$ cat config.mk
export PLATFORM = sky130hd
export DESIGN_NAME = ex_muldiv_unit
export DESIGN_NICKNAME = d
export VERILOG_FILES = /design/src/rtl/ex_muldiv_unit.sv
export SDC_FILE = /design/constraint.sdc
export NUM_CORES = 2
export LEC_CHECK = 0
export BUFFER_PORTS_ARGS = -buffer_cell sky130_fd_sc_hd__buf_4
export CAP_MARGIN = 10
export CORE_UTILIZATION = 50
export DETAILED_ROUTE_END_ITERATION = 12
export GPL_TIMING_DRIVEN = 0
export PLACE_DENSITY_LB_ADDON = 0.12
export SETUP_SLACK_MARGIN = 0.05
export SLEW_MARGIN = 20
export SYNTH_ARGS = -nofsm -noshare
export SYNTH_HDL_FRONTEND = slang
export SYNTH_SLANG_ARGS = --single-unit
export TNS_END_PERCENT = 20
$ cat constraint.sdc
create_clock -name clk -period 14.02 [get_ports clk]
set_clock_uncertainty 0.1 [all_clocks]
set_input_delay 2.103 -clock clk [delete_from_list [all_inputs] [get_ports clk]]
set_output_delay 2.103 -clock clk [all_outputs]
set_load 0.02 [all_outputs]
$ cat src/rtl/ex_muldiv_unit.sv
// ex_muldiv_unit: multi-cycle RV32M multiply/divide unit (radix-2 divider, optional single-cycle multiplier)
module ex_muldiv_unit #(
  parameter int XLEN     = 32,
  parameter int TAG_W    = 5,
  parameter int FAST_MUL = 1
) (
  input  logic             clk,
  input  logic             rst,
  input  logic             in_valid,
  output logic             in_ready,
  input  logic [2:0]       in_op,
  input  logic [XLEN-1:0]  in_a,
  input  logic [XLEN-1:0]  in_b,
  input  logic [TAG_W-1:0] in_rd,
  input  logic             kill,
  output logic             out_valid,
  input  logic             out_ready,
  output logic [XLEN-1:0]  out_data,
  output logic [TAG_W-1:0] out_rd,
  output logic             busy,
  output logic [TAG_W-1:0] busy_rd
);
  localparam int CW = $clog2(XLEN);
  typedef enum logic [1:0] {IDLE, CALC, DONE} state_t;
  state_t state_q, state_d;
  logic [2:0] op_q, op_d;
  logic [TAG_W-1:0] rd_q, rd_d, out_rd_q, out_rd_d;
  logic [XLEN-1:0] out_data_q, out_data_d, b_q, b_d;
  logic [2*XLEN-1:0] a_q, a_d, acc_q, acc_d;
  logic [CW-1:0] cnt_q, cnt_d;
  logic na_q, na_d, nb_q, nb_d;
  logic is_div, sgn_a, sgn_b, na, nb, div0, ovf;
  logic [XLEN-1:0] abs_a, abs_b, fast_res, spec_res, calc_res, q, r;
  logic signed [XLEN:0] ea, eb;
  logic signed [2*XLEN-1:0] prod;
  logic [XLEN:0] trial;
  logic [2*XLEN-1:0] div_n, mul_n, a_sh, prod_it;
  assign is_div   = in_op[2];
  assign sgn_a    = is_div ? !in_op[0] : (in_op[1:0] != 2'b11);
  assign sgn_b    = is_div ? !in_op[0] : !in_op[1];
  assign na       = sgn_a & in_a[XLEN-1];
  assign nb       = sgn_b & in_b[XLEN-1];
  assign abs_a    = na ? -in_a : in_a;
  assign abs_b    = nb ? -in_b : in_b;
  assign div0     = in_b == '0;
  assign ovf      = !in_op[0] && in_a == {1'b1, {(XLEN-1){1'b0}}} && in_b == '1;
  assign ea       = $signed({na, in_a});
  assign eb       = $signed({nb, in_b});
  assign prod     = ea * eb;
  assign fast_res = in_op[1:0] == 2'b00 ? prod[XLEN-1:0] : prod[2*XLEN-1:XLEN];
  assign spec_res = div0 ? (in_op[1] ? in_a : '1) : (in_op[1] ? '0 : in_a);
  // acc_q holds {remainder, dividend} for divides and the running product for multiplies
  assign trial    = acc_q[2*XLEN-1:XLEN-1] - {1'b0, b_q};
  assign div_n    = trial[XLEN] ? {acc_q[2*XLEN-2:0], 1'b0} : {trial[XLEN-1:0], acc_q[XLEN-2:0], 1'b1};
  assign mul_n    = acc_q + (b_q[0] ? a_q : '0);
  assign a_sh     = a_q << 1;
  // after XLEN shifts a_sh equals a<<XLEN, which removes the missing sign weight of a negative b
  assign prod_it  = mul_n - (nb_q ? a_sh : '0);
  assign q        = div_n[XLEN-1:0];
  assign r        = div_n[2*XLEN-1:XLEN];
  assign calc_res = op_q[2] ? (op_q[1] ? (na_q ? -r : r) : ((na_q ^ nb_q) ? -q : q))
                            : (op_q[1:0] == 2'b00 ? prod_it[XLEN-1:0] : prod_it[2*XLEN-1:XLEN]);
  always_comb begin
    state_d    = state_q;
    op_d       = op_q;
    rd_d       = rd_q;
    out_rd_d   = out_rd_q;
    out_data_d = out_data_q;
    a_d        = a_q;
    b_d        = b_q;
    acc_d      = acc_q;
    cnt_d      = cnt_q;
    na_d       = na_q;
    nb_d       = nb_q;
    if (kill) begin
      state_d = IDLE;
    end else if (state_q == IDLE && in_valid) begin
      op_d  = in_op;
      rd_d  = in_rd;
      na_d  = na;
      nb_d  = nb;
      a_d   = {{XLEN{na}}, in_a};
      b_d   = is_div ? abs_b : in_b;
      acc_d = is_div ? {{XLEN{1'b0}}, abs_a} : '0;
      if (is_div ? (div0 || ovf) : (FAST_MUL != 0)) begin
        state_d    = DONE;
        out_data_d = is_div ? spec_res : fast_res;
        out_rd_d   = in_rd;
      end else begin
        state_d = CALC;
        cnt_d   = CW'(XLEN-1);
      end
    end else if (state_q == CALC) begin
      acc_d = op_q[2] ? div_n : mul_n;
      a_d   = a_sh;
      b_d   = op_q[2] ? b_q : b_q >> 1;
      cnt_d = cnt_q - 1'b1;
      if (cnt_q == '0) begin
        state_d    = DONE;
        out_data_d = calc_res;
        out_rd_d   = rd_q;
      end
    end else if (state_q == DONE && out_ready) begin
      state_d = IDLE;
    end
  end
  always_ff @(posedge clk) begin
    if (rst) begin
      state_q    <= IDLE;
      op_q       <= '0;
      rd_q       <= '0;
      out_rd_q   <= '0;
      out_data_q <= '0;
      a_q        <= '0;
      b_q        <= '0;
      acc_q      <= '0;
      cnt_q      <= '0;
      na_q       <= 1'b0;
      nb_q       <= 1'b0;
    end else begin
      state_q    <= state_d;
      op_q       <= op_d;
      rd_q       <= rd_d;
      out_rd_q   <= out_rd_d;
      out_data_q <= out_data_d;
      a_q        <= a_d;
      b_q        <= b_d;
      acc_q      <= acc_d;
      cnt_q      <= cnt_d;
      na_q       <= na_d;
      nb_q       <= nb_d;
    end
  end
  assign in_ready  = state_q == IDLE;
  assign out_valid = state_q == DONE;
  assign busy      = state_q != IDLE;
  assign busy_rd   = busy ? rd_q : '0;
  assign out_data  = out_data_q;
  assign out_rd    = out_rd_q;
endmodule

==> flow_summary.json <==
{
  "antenna_found_initial": 34,
  "cp_max_fo": 10,
  "run_status": "complete, no violations",
  "antenna_left": 0,
  "crit_type": "in -> reg",
  "clock_sinks": 214,
  "syn_avg_cell_area_um2": 8.04,
  "cts_tree": "yes",
  "syn_to_final_growth_pct": 6.07,
  "vias": 59964,
  "ys_ff_latch": 214,
  "cts.clk_slew.worst_paths_ps": 80,
  "numCtsBuffers": 26,
  "max_freq_mhz": 71.4,
  "die_h_um": 354,
  "grt_usage": 0.471,
  "viasPerCell": 6.32,
  "die_w_um": 354,
  "drc": 0,
  "grt_pass1_wl_um": 421000,
  "post_drt_wl_per_cell_um": 31.1,
  "portBuffers": 89,
  "tightest_slew_ps": 1370,
  "drv_slew": 0,
  "die_area_um2": 125000,
  "hold_end": "out_data[22]",
  "globalplace.congestion": 1.08,
  "cp.arrival_ps": 14380,
  "synth_edf_count": 0,
  "stdcell_count": 9486,
  "yosysTopAreaCell": "fa_1",
  "syn-cell-area_um2": 61900,
  "hpwl_um": 249000,
  "syn_nets": 9284,
  "syn_inst": 7703,
  "cpPeakStageDelay_ps": 870,
  "cts_buffer_depth": 3,
  "core_um2": 122000,
  "r2r_slack_ps": 3960,
  "cp-end-kind": "register",
  "first_pass_iters": 6,
  "cts.repair.resized": 0,
  "r2r_cells": 26,
  "grt_max_degree": 25,
  "post_cts_buffers": 0,
  "cap_violations": 0,
  "cpMostUsedCell": "fa_1",
  "clockRootBuffer": "clkbuf_16",
  "drive_above_1_share": 0.0345,
  "min_from": "out_data[22]",
  "min_path_cells": 2,
  "routed_wl_um": 295000,
  "grt_overflow_total": 0,
  "hold_path_class": "reg -> reg",
  "htree_levels": 1,
  "cts_hold_buffers": 0,
  "period_minus_slack_ps": 14010,
  "synthArstFlopShare": 0,
  "period_share": 0.999,
  "rr_startpoint": "b_q[0]",
  "fillers": 12162,
  "post-route-util": 0.537,
  "initial_core_util": 0.506,
  "io_pins": 122,
  "rows": 128,
  "rsz0062_at_grt": "yes",
  "synth_top_area_share": 0.365,
  "hold_slack_ps": 351,
  "crit_slowest_cell": "nor4b_1",
  "r2r_end": "out_data[11]",
  "netlist-cell-type-count": 104,
  "synth_warnings": 0,
  "final_hold_viol_count": 0,
  "dp_cells": 9421,
  "synth_flop_cell": "dfxtp_1",
  "drt_iter0_drc": 8246,
  "grt_pass1_vias": 58246,
  "slew_headroom": 0.0771,
  "setup_viol": 0,
  "multiInputGateArea_um2": 50900,
  "start_kind": "input pin",
  "final_nets": 9406,
  "ys_seq_area_frac": 0.0692,
  "synthTopCellsByArea": "fa_1 (36%), inv_1 (8.0%), ha_1 (7.6%), nand2_1 (7.3%), dfxtp_1 (6.9%)",
  "cp_data_required_time_ps": 14400,
  "clock_latency_ps": 630,
  "layout.area.seq_um2": 4280
}
[layout by cell type, fill, tap and decap left out, types with 39 or more instances in the layout]
master,netlist,layout
fa_1,1128,1127
a311oi_1,40,40
buf_4,2,92
nand2b_1,40,40
and3_1,41,41
xnor2_1,203,203
xor2_1,106,106
nor2_1,480,478
o211ai_1,47,47
a21oi_1,398,398
nand2_1,1208,1208
a211oi_1,99,98
ha_1,376,376
clkbuf_1,365,335
dfxtp_1,214,214
mux2i_1,49,49
nor3_1,93,92
and2_1,310,310
o31ai_1,42,42
o21ai_0,252,251
nand4_1,39,39
nand3_1,70,70
a31oi_1,42,42
buf_1,80,77
a221oi_1,53,53
a21o_1,109,109
inv_1,1313,1313
[worst max-delay path, delay by kind of cell]
family	cells	cell delay, ps
buf+inv	11	3630
fa+ha+maj	9	4810
compound gates	6	1560
mux	1	110
simple gates	6	2140
[logic make-up (layout without fill, tap and decap cells)]
| group | after synthesis | in the layout | share of synthesized area |
|---|---|---|---|
| buffers and inverters | 1789 | 1930 | 0.109 |
| multiplexers | 58 | 58 | 0.00956 |
| XOR/XNOR | 310 | 310 | 0.0441 |
| other | 0 | 17 | 0 |
| flip-flops | 214 | 214 | 0.0692 |
| adder cells (fa/ha/maj) | 1536 | 1536 | 0.446 |
| AND/OR/NAND/NOR | 2433 | 2433 | 0.177 |
| AO/OA/AOI/OAI | 1363 | 1363 | 0.145 |
[worst max path at each step]
stage,startpoint,endpoint,slack [ps]
after global routing,in_a[31],out_data[29],-180
after floorplan,in_op[2],out_data[27],2920
after detailed placement,in_a[31],out_data[29],-180
final,in_a[31],out_data[26],10
after CTS,in_a[31],out_data[29],440
after global placement,in_op[1],out_data[29],-1120
[flip-flops by register name, summed over array words and instances, names as in the netlist]
| name | count |
|---|---|
| state_q | 2 |
| rd_q | 5 |
| nb_q | 1 |
| out_rd | 5 |
| op_q | 3 |
| out_data | 32 |
| a_q | 64 |
| na_q | 1 |
| acc_q | 64 |
| cnt_q | 5 |
| b_q | 32 |
[stage by stage]
step | setup TNS, ps | worst slack [ps] | area, um2
final | 0 | 13.6 | 65700
after global routing | -178 | -178 | 65700
after CTS | 0 | 441 | 65600
after detailed placement | -290 | -180 | 64700
after global placement | -9860 | -1120 | 64600
after floorplan | 0 | 2920 | 61900
[cells in the mapped netlist (all sizes together) (21+ instances only)]
library cell / instances
o21ai: 260
dfxtp: 214
o21a: 33
a311oi: 40
a211oi: 100
and2: 311
o221ai: 24
xnor2: 203
nand3: 70
xor2: 106
clkbuf: 365
o21bai: 38
nand4: 39
nor3: 94
fa: 1128
a21o: 109
o211ai: 47
a21oi: 400
o41ai: 21
and3: 41
ha: 376
o31ai: 44
nand2: 1208
nand2b: 41
buf: 104
or3: 30
mux2i: 49
maj3: 32
a31oi: 43
nor2: 482
inv: 1316
a221oi: 55
nor4: 24
nor2b: 25
[final cells by class]
type                       count  share of cell area
timing repair buffer          94              0.0110
sequential                   214              0.0652
multi-input combinational   5700               0.775
inverter                    1320              0.0755
clock inverter                14             0.00234
antenna                       17            0.000648
clock buffer                  33              0.0111
buffer                       469              0.0283
tap                         1625              0.0309
[routing by layer]
layer | vias to the layer above | track usage | share of wire
li1 | 24817 | - | -
met1 | 30240 | 0.668 | 0.40
met2 | 4152 | 0.643 | 0.39
met3 | 733 | 0.170 | 0.15
met4 | 22 | 0.197 | 0.051
met5 | - | 0 | 0.00066
Power is not shown: default switching activity piles up to over one toggle a cycle in this logic, so the estimate is an artifact.
